===== src/rtl/decode_stage_if.sv =====
// rtl/decode_stage_if.sv - fetch/decode/register-file handshake bundle for decode_stage
interface decode_stage_if;
    logic       inValid;
    logic       inReady;
    logic [8:0] instruction;
    logic       flush;
    logic       outValid;
    logic       outReady;
    logic [2:0] readRegister1;
    logic [2:0] readRegister2;
    logic [2:0] writeRegister;
    logic       immediate;
    logic       regWrite;
    logic       memRead;
    logic       memWrite;
    logic       branch;
    logic [2:0] aluOp;
    logic [7:0] ltValue;
    logic [7:0] bubbleCount;

    // master: fetch plus downstream consumer; slave: the decode stage itself
    modport master (
        output inValid, instruction, flush, outReady,
        input  inReady, outValid, readRegister1, readRegister2, writeRegister,
        input  immediate, regWrite, memRead, memWrite, branch, aluOp, ltValue, bubbleCount
    );

    modport slave (
        input  inValid, instruction, flush, outReady,
        output inReady, outValid, readRegister1, readRegister2, writeRegister,
        output immediate, regWrite, memRead, memWrite, branch, aluOp, ltValue, bubbleCount
    );
endinterface


===== src/rtl/decode_stage.sv =====
// rtl/decode_stage.sv - single-entry decode stage; load-use interlock under DECODE_HAZARD_EN
module decode_stage #(
    parameter logic [63:0] LT_INIT = 64'h8040201008040201
) (
    input logic           clock,
    input logic           resetN,
    decode_stage_if.slave bus
);
    typedef struct packed {
        logic [2:0] readRegister1;
        logic [2:0] readRegister2;
        logic [2:0] writeRegister;
        logic       immediate;
        logic       regWrite;
        logic       memRead;
        logic       memWrite;
        logic       branch;
        logic [2:0] aluOp;
        logic [7:0] ltValue;
    } decodeT;

    logic [2:0] op;
    logic [2:0] fieldA;
    logic [2:0] fieldB;
    logic [7:0] lutEntry;
    decodeT     incoming;
    decodeT     held;
    logic       outValidQ;
    logic       hazard;
    logic       accept;

    assign op       = bus.instruction[8:6];
    assign fieldA   = bus.instruction[5:3];
    assign fieldB   = bus.instruction[2:0];
    assign lutEntry = LT_INIT[{fieldB, 3'b000} +: 8];

    always_comb begin
        incoming = '0;
        case (op)
            3'b000, 3'b001, 3'b010, 3'b011: begin
                incoming.readRegister1 = fieldA;
                incoming.readRegister2 = fieldB;
                incoming.writeRegister = fieldA;
                incoming.regWrite      = 1'b1;
                incoming.aluOp         = op;
            end
            3'b100: begin
                incoming.readRegister1 = fieldA;
                incoming.writeRegister = fieldA;
                incoming.regWrite      = 1'b1;
                incoming.immediate     = 1'b1;
                incoming.ltValue       = lutEntry;
                incoming.aluOp         = 3'b100;
            end
            3'b101: begin
                incoming.readRegister1 = fieldB;
                incoming.writeRegister = fieldA;
                incoming.regWrite      = 1'b1;
                incoming.memRead       = 1'b1;
            end
            3'b110: begin
                incoming.readRegister1 = fieldA;
                incoming.readRegister2 = fieldB;
                incoming.memWrite      = 1'b1;
            end
            default: begin
                incoming.readRegister1 = fieldA;
                incoming.immediate     = 1'b1;
                incoming.ltValue       = lutEntry;
                incoming.branch        = 1'b1;
            end
        endcase
    end

`ifdef DECODE_HAZARD_EN
    logic       usesRr2;
    logic       readsHeld;
    logic [7:0] bubbleCountQ;

    assign usesRr2   = !op[2] || (op == 3'b110);
    assign readsHeld = (incoming.readRegister1 == held.writeRegister) ||
                       (usesRr2 && (incoming.readRegister2 == held.writeRegister));
    assign hazard    = outValidQ && held.memRead && bus.inValid && readsHeld;

    // a flushed hazard cycle is not a bubble, it is a discard
    always_ff @(posedge clock or negedge resetN) begin
        if (!resetN) begin
            bubbleCountQ <= 8'd0;
        end else if (hazard && bus.outReady && !bus.flush && (bubbleCountQ != 8'hFF)) begin
            bubbleCountQ <= bubbleCountQ + 8'd1;
        end
    end

    assign bus.bubbleCount = bubbleCountQ;
`else
    assign hazard          = 1'b0;
    assign bus.bubbleCount = 8'd0;
`endif

    assign bus.inReady = !bus.flush && !hazard && (!outValidQ || bus.outReady);
    assign accept      = bus.inValid && bus.inReady;

    always_ff @(posedge clock or negedge resetN) begin
        if (!resetN) begin
            held      <= '0;
            outValidQ <= 1'b0;
        end else if (bus.flush) begin
            outValidQ <= 1'b0;
        end else if (accept) begin
            held      <= incoming;
            outValidQ <= 1'b1;
        end else if (bus.outReady) begin
            outValidQ <= 1'b0;
        end
    end

    assign bus.outValid      = outValidQ;
    assign bus.readRegister1 = held.readRegister1;
    assign bus.readRegister2 = held.readRegister2;
    assign bus.writeRegister = held.writeRegister;
    assign bus.immediate     = held.immediate;
    assign bus.regWrite      = held.regWrite;
    assign bus.memRead       = held.memRead;
    assign bus.memWrite      = held.memWrite;
    assign bus.branch        = held.branch;
    assign bus.aluOp         = held.aluOp;
    assign bus.ltValue       = held.ltValue;
endmodule


===== src/flat_wrapper.sv =====
// flat-port wrapper written by rule: the top's interface ports become plain ports
module decode_stage_flat 
#(
    parameter logic [63:0] LT_INIT = 64'h8040201008040201
)
  (clock, resetN, bus_inValid, bus_instruction, bus_flush, bus_outReady, bus_inReady, bus_outValid, bus_readRegister1, bus_readRegister2, bus_writeRegister, bus_immediate, bus_regWrite, bus_memRead, bus_memWrite, bus_branch, bus_aluOp, bus_ltValue, bus_bubbleCount);
  decode_stage_if bus_i ();
  input logic clock;
  input logic resetN;
  input wire logic [$bits(bus_i.inValid)-1:0] bus_inValid;
  input wire logic [$bits(bus_i.instruction)-1:0] bus_instruction;
  input wire logic [$bits(bus_i.flush)-1:0] bus_flush;
  input wire logic [$bits(bus_i.outReady)-1:0] bus_outReady;
  output wire logic [$bits(bus_i.inReady)-1:0] bus_inReady;
  output wire logic [$bits(bus_i.outValid)-1:0] bus_outValid;
  output wire logic [$bits(bus_i.readRegister1)-1:0] bus_readRegister1;
  output wire logic [$bits(bus_i.readRegister2)-1:0] bus_readRegister2;
  output wire logic [$bits(bus_i.writeRegister)-1:0] bus_writeRegister;
  output wire logic [$bits(bus_i.immediate)-1:0] bus_immediate;
  output wire logic [$bits(bus_i.regWrite)-1:0] bus_regWrite;
  output wire logic [$bits(bus_i.memRead)-1:0] bus_memRead;
  output wire logic [$bits(bus_i.memWrite)-1:0] bus_memWrite;
  output wire logic [$bits(bus_i.branch)-1:0] bus_branch;
  output wire logic [$bits(bus_i.aluOp)-1:0] bus_aluOp;
  output wire logic [$bits(bus_i.ltValue)-1:0] bus_ltValue;
  output wire logic [$bits(bus_i.bubbleCount)-1:0] bus_bubbleCount;
  assign bus_i.inValid = bus_inValid;
  assign bus_i.instruction = bus_instruction;
  assign bus_i.flush = bus_flush;
  assign bus_i.outReady = bus_outReady;
  assign bus_inReady = bus_i.inReady;
  assign bus_outValid = bus_i.outValid;
  assign bus_readRegister1 = bus_i.readRegister1;
  assign bus_readRegister2 = bus_i.readRegister2;
  assign bus_writeRegister = bus_i.writeRegister;
  assign bus_immediate = bus_i.immediate;
  assign bus_regWrite = bus_i.regWrite;
  assign bus_memRead = bus_i.memRead;
  assign bus_memWrite = bus_i.memWrite;
  assign bus_branch = bus_i.branch;
  assign bus_aluOp = bus_i.aluOp;
  assign bus_ltValue = bus_i.ltValue;
  assign bus_bubbleCount = bus_i.bubbleCount;
  decode_stage #(.LT_INIT(LT_INIT)) u_core (.clock(clock), .resetN(resetN), .bus(bus_i));
endmodule

===== config.mk =====
export PLATFORM = sky130hd
export DESIGN_NAME = decode_stage_flat
export DESIGN_NICKNAME = d
export VERILOG_FILES = /design/src/rtl/decode_stage_if.sv /design/src/rtl/decode_stage.sv /design/src/flat_wrapper.sv
export SDC_FILE = /design/constraint.sdc
export NUM_CORES = 1
export LEC_CHECK = 0
export BUFFER_PORTS_ARGS = -buffer_cell sky130_fd_sc_hd__buf_4
export CAP_MARGIN = 20
export CORE_MARGIN = 2
export CORE_UTILIZATION = 47
export DETAILED_ROUTE_END_ITERATION = 16
export HOLD_SLACK_MARGIN = 0.02
export PLACE_DENSITY = 0.87
export SETUP_SLACK_MARGIN = 0.3
export SLEW_MARGIN = 20
export SYNTH_ARGS = -nofsm -noshare
export SYNTH_HDL_FRONTEND = slang
export SYNTH_SLANG_ARGS = --single-unit

===== constraint.sdc =====
create_clock -name clock -period 4.2 [get_ports clock]
set_input_delay 0.84 -clock clock [delete_from_list [all_inputs] [get_ports clock]]
set_output_delay 0.84 -clock clock [all_outputs]
set_load 0.05 [all_outputs]

### After elaboration in Yosys (flattened, before gate mapping)

Index checks and enable logic that the tools add are counted.

* flip-flop bits (word level): 26
* bits of input ports: 14
* output and inout bits: 35
* logic and storage cells: 45

* equal/unequal tests: 6
* shift-type cells: 1
* muxes and demuxes: 13
* bitwise logic cells: 1
* reduce and logical (&&, ||, !) cells: 13

Operator list (count)
* $shiftx 64x7->8 const A: 1
* $reduce_or 6->1: 2
* $eq 3x3->1 const B: 3
* $mux 3: 3
* $mux 1: 8
* $mux 8: 1
* $reduce_or 7->1: 1
* $eq 3x2->1 const B: 2
* $pmux 3 s2: 1
* $reduce_or 5->1: 1
* $reduce_or 4->1: 1
* $eq 3x1->1 const B: 1
* $logic_not 3->1: 1
* $reduce_bool 3->1: 1
* $logic_and 1x1->1: 2
* $logic_not 1->1: 2
* $reduce_and 2->1: 1
* $logic_or 1x1->1: 1
* $not 1->1: 1

### Longest topological paths before layout

* depth after elaboration: 6
* mapped depth: 6
* mapped depth without buffers: 3

### Worst setup path after synthesis

Ideal clock, no wire load.

* kind: input to output
* start point: input bus_outReady
* end point: output bus_inReady
* data arrival time: 1.800 ns
* required time: 3.360 ns
* slack: 1.560 ns
* cell stages on the path: 4
* path buffers: 2
* cell sequence: nor2b_4 -> buf_6 -> clkbuf_1 -> nor2_1

* longest elaborated chain between the ends: 2

Ends and longest elaborated chain
* start: declaration: RTL line flat_wrapper.sv:13 `input wire logic [$bits(bus_i.outReady)-1:0] bus_outReady;`
* $logic_or 1x1->1: RTL line decode_stage.sv:100 `assign bus.inReady = !bus.flush && !hazard && (!outValidQ || bus.outReady);`
* $logic_and 1x1->1: RTL line decode_stage.sv:100
* end: declaration: RTL line flat_wrapper.sv:14 `output wire logic [$bits(bus_i.inReady)-1:0] bus_inReady;`

Every way passes these cells.

### Worst setup path after layout

Same ends and word-level chain as after synthesis.

==> metrics.csv <==
metric;value;unit
# hold bufs at CTS;0;
Die H;54.8;um
worst flop-to-flop path endpoint;u_core.bus.readRegister1[2]$_DFFE_PN0P_;
Ant. Diodes;0;
Clock Sinks;26;
register area share after synthesis;0.537;
Final WS setup;1840;ps
Mapped Cells;104;
most frequent cell on the critical path;buf_4;
Final nets;156;
area delta synth->final;22.6;%
Distinct cells, synth;26;
Final ANT Viol Nets;0;
synthesis warning total;0;
fin area;0.00149;mm^2
Inserted Clock Buffers;3;
Area after DPL;0.00146;mm^2
Slowest-stage cell, CP;nor2b_4;
setup tns final;0;ps
unrepaired setup endpoints after global routing;no;
port buffer count;40;
syn_area_per_cell;11.6;um^2
maximum VDD drop;241;uV
outcome;complete, no violations;
Worst Path Buf+Inv;2;
DP Cell Count;167;
first-pass GRT wire length;3830;um
Period minus WS final;2360;ps
area of the multi-input gates;470;um^2
Total Power;603;uW
final std cells w/o fill;170;
postcts setup bufs;0;
I/O pins;49;
crit path DAT;1520;ps
chip width;54.8;um
Fin. Hold Viols;0;
FF+latch area;651;um^2
FF+latch count, synth;26;
DR WL/cell;14.7;um
root buffer cell;clkbuf_4;
CP peak stage delay;290;ps
Placer Congestion;0.842;
GR Overflow Total;0;
initial antenna violation count;0;
RR Startpoint;u_core.bus.outValid$_DFFE_PN0P_;
TritonRoute pass-1 iters;4;
total track usage;0.183;
Row Count;18;
PostCTS Resize Cnt;0;
period utilization;0.562;
Crit Path Class;in -> out;
DIE AREA;0.00300;mm^2
layout cell share with drive strength beyond 1;0.364;
Routed WL;2510;um
worst-path fanout max;17;
largest delay contributor family on the critical path;simple AND/OR/NAND/NOR gates;
Pleak;0.738;nW
clock tree buffer depth;2;
worst-skew pair later-pin latency;310;ps
Peak Freq;423;MHz
Vias per Instance;5.40;
DR vias;918;
DRC Markers;0;
Slew Limit Headroom;0.476;
Final Setup Violations;0;
Crit path required time;3360;ps
CP Capture Type;output pin;
worst-case reg-to-reg path depth;3;
Detailed Place HPWL;1930;um
cells along the critical path;buf_4 -> nor2b_4 -> nor2_1 -> buf_4;
Worst-path clk slew;130;ps
Starting Density;0.493;
H-tree depth;1;
pre-CTS setup slack;1670;ps
vias in the first global route;859;
Iter 0 DRT Violations;22;
TritonCTS clock tree;done;
largest net degree at the start of global routing;27;
synthesized cell area;0.00121;mm^2
CP Launch Type;input pin;
Max-Cap Viols;0;
Clock Skew;3.46;ps
power per cell area;406;mW/mm^2
Hold WC Path Type;in -> async;
fin. max-slew vios;0;
r2r setup slk;2300;ps
Worst Tran Pin Value;786;ps
filler instances;220;
CORE AREA;0.00245;mm^2
## stage by stage
step | hold slack, ps | util
after global routing | 415 | 0.605
after floorplan | 544 | -
final | 407 | 0.605
after detailed placement | 501 | 0.596
after global placement | 497 | 0.596
after CTS | 413 | 0.605
## placed cells by master, fill, tap and decap left out
cell      netlist  final
a211oi_1        1      1
a22o_1         11     11
and3_1          1      1
and3b_4         1      1
buf_4           8     40
clkbuf_4        0      3
conb_1          1      8
dfrtp_1        26     26
inv_1           1      1
mux2_1          3      3
mux2_2          5      5
nand2_1         8      8
nand2b_1        2      2
nand3_1         1      1
nor2_1          3      3
nor2b_4         1      1
nor3_1          1      1
nor3b_1         1      1
nor4_1          1      1
nor4b_1         2      2
o21ai_0        16     16
o31ai_1         1      1
o41ai_2         1      1
or2_1           1      1
xnor2_1         1      1
## worst max-delay path by stage
stage	start	slack [ps]	depth (start not counted)	to
finish	bus_outReady	1840	4	bus_inReady
floorplan	bus_outReady	1560	4	bus_inReady
detailed placement	bus_flush	1670	4	u_core.bus.readRegister1[2]$_DFFE_PN0P_
global placement	bus_flush	1720	4	u_core.bus.readRegister1[2]$_DFFE_PN0P_
global route	bus_outReady	1790	4	bus_inReady
CTS	bus_outReady	1840	4	bus_inReady
## registers in the layout, summed over array words and instances (netlist names)
name / count
u_core.bus.readRegister2: 3
u_core.bus.readRegister1: 3
u_core.bus.memRead: 1
u_core.bus.memWrite: 1
u_core.bus.ltValue: 8
u_core.bus.immediate: 1
u_core.bus.branch: 1
u_core.bus.outValid: 1
u_core.bus.regWrite: 1
u_core.bus.aluOp: 3
u_core.bus.writeRegister: 3
## report_power, final
group	internal (mW)	switching, mW
Sequential	0.275	0.0139
Combinational	0.0628	0.151
Clock	0.0335	0.0668
Total	0.371	0.232
## cell usage after synthesis
cell type,instances,share of area
o31ai_1,1,0.0062
mux2_1,3,0.028
mux2_2,5,0.046
dfrtp_1,26,0.54
buf_4,8,0.050
o41ai_2,1,0.013
nand2_1,8,0.025
a211oi_1,1,0.0062
nor2_1,3,0.0093
and3b_4,1,0.010
or2_1,1,0.0052
clkbuf_1,2,0.0062
nor4b_1,2,0.014
nor2b_4,1,0.011
nor3b_1,1,0.0062
nand2b_1,2,0.010
nand3_1,1,0.0041
conb_1,1,0.0031
a22o_1,11,0.080
nor3_1,1,0.0041
inv_1,1,0.0031
xnor2_1,1,0.0072
and3_1,1,0.0052
buf_6,4,0.037
nor4_1,1,0.0052
o21ai_0,16,0.066
## cells by family after synthesis
kind of cell / after synthesis / synth area share
AO/OA/AOI/OAI: 30 / 0.171
XOR/XNOR: 1 / 0.00723
buffers and inverters: 15 / 0.0961
flip-flops: 26 / 0.537
multiplexers: 8 / 0.0744
other: 1 / 0.00310
AND/OR/NAND/NOR: 23 / 0.111
## layout make-up
| cell class | count | share of cell area |
|---|---|---|
| sequential | 26 | 0.438 |
| inverter | 1 | 0.00253 |
| multi-input combinational | 70 | 0.317 |
| timing repair buffer | 40 | 0.202 |
| clock buffer | 3 | 0.0152 |
| tap | 30 | 0.0253 |
## metal layers
metal  wire [um]  global-route usage
met1         984               0.211
met3         128              0.0164
met2        1330               0.333
met5           0                   0
met4          63              0.0917
Note: power is estimated with default switching activity, not from simulation.
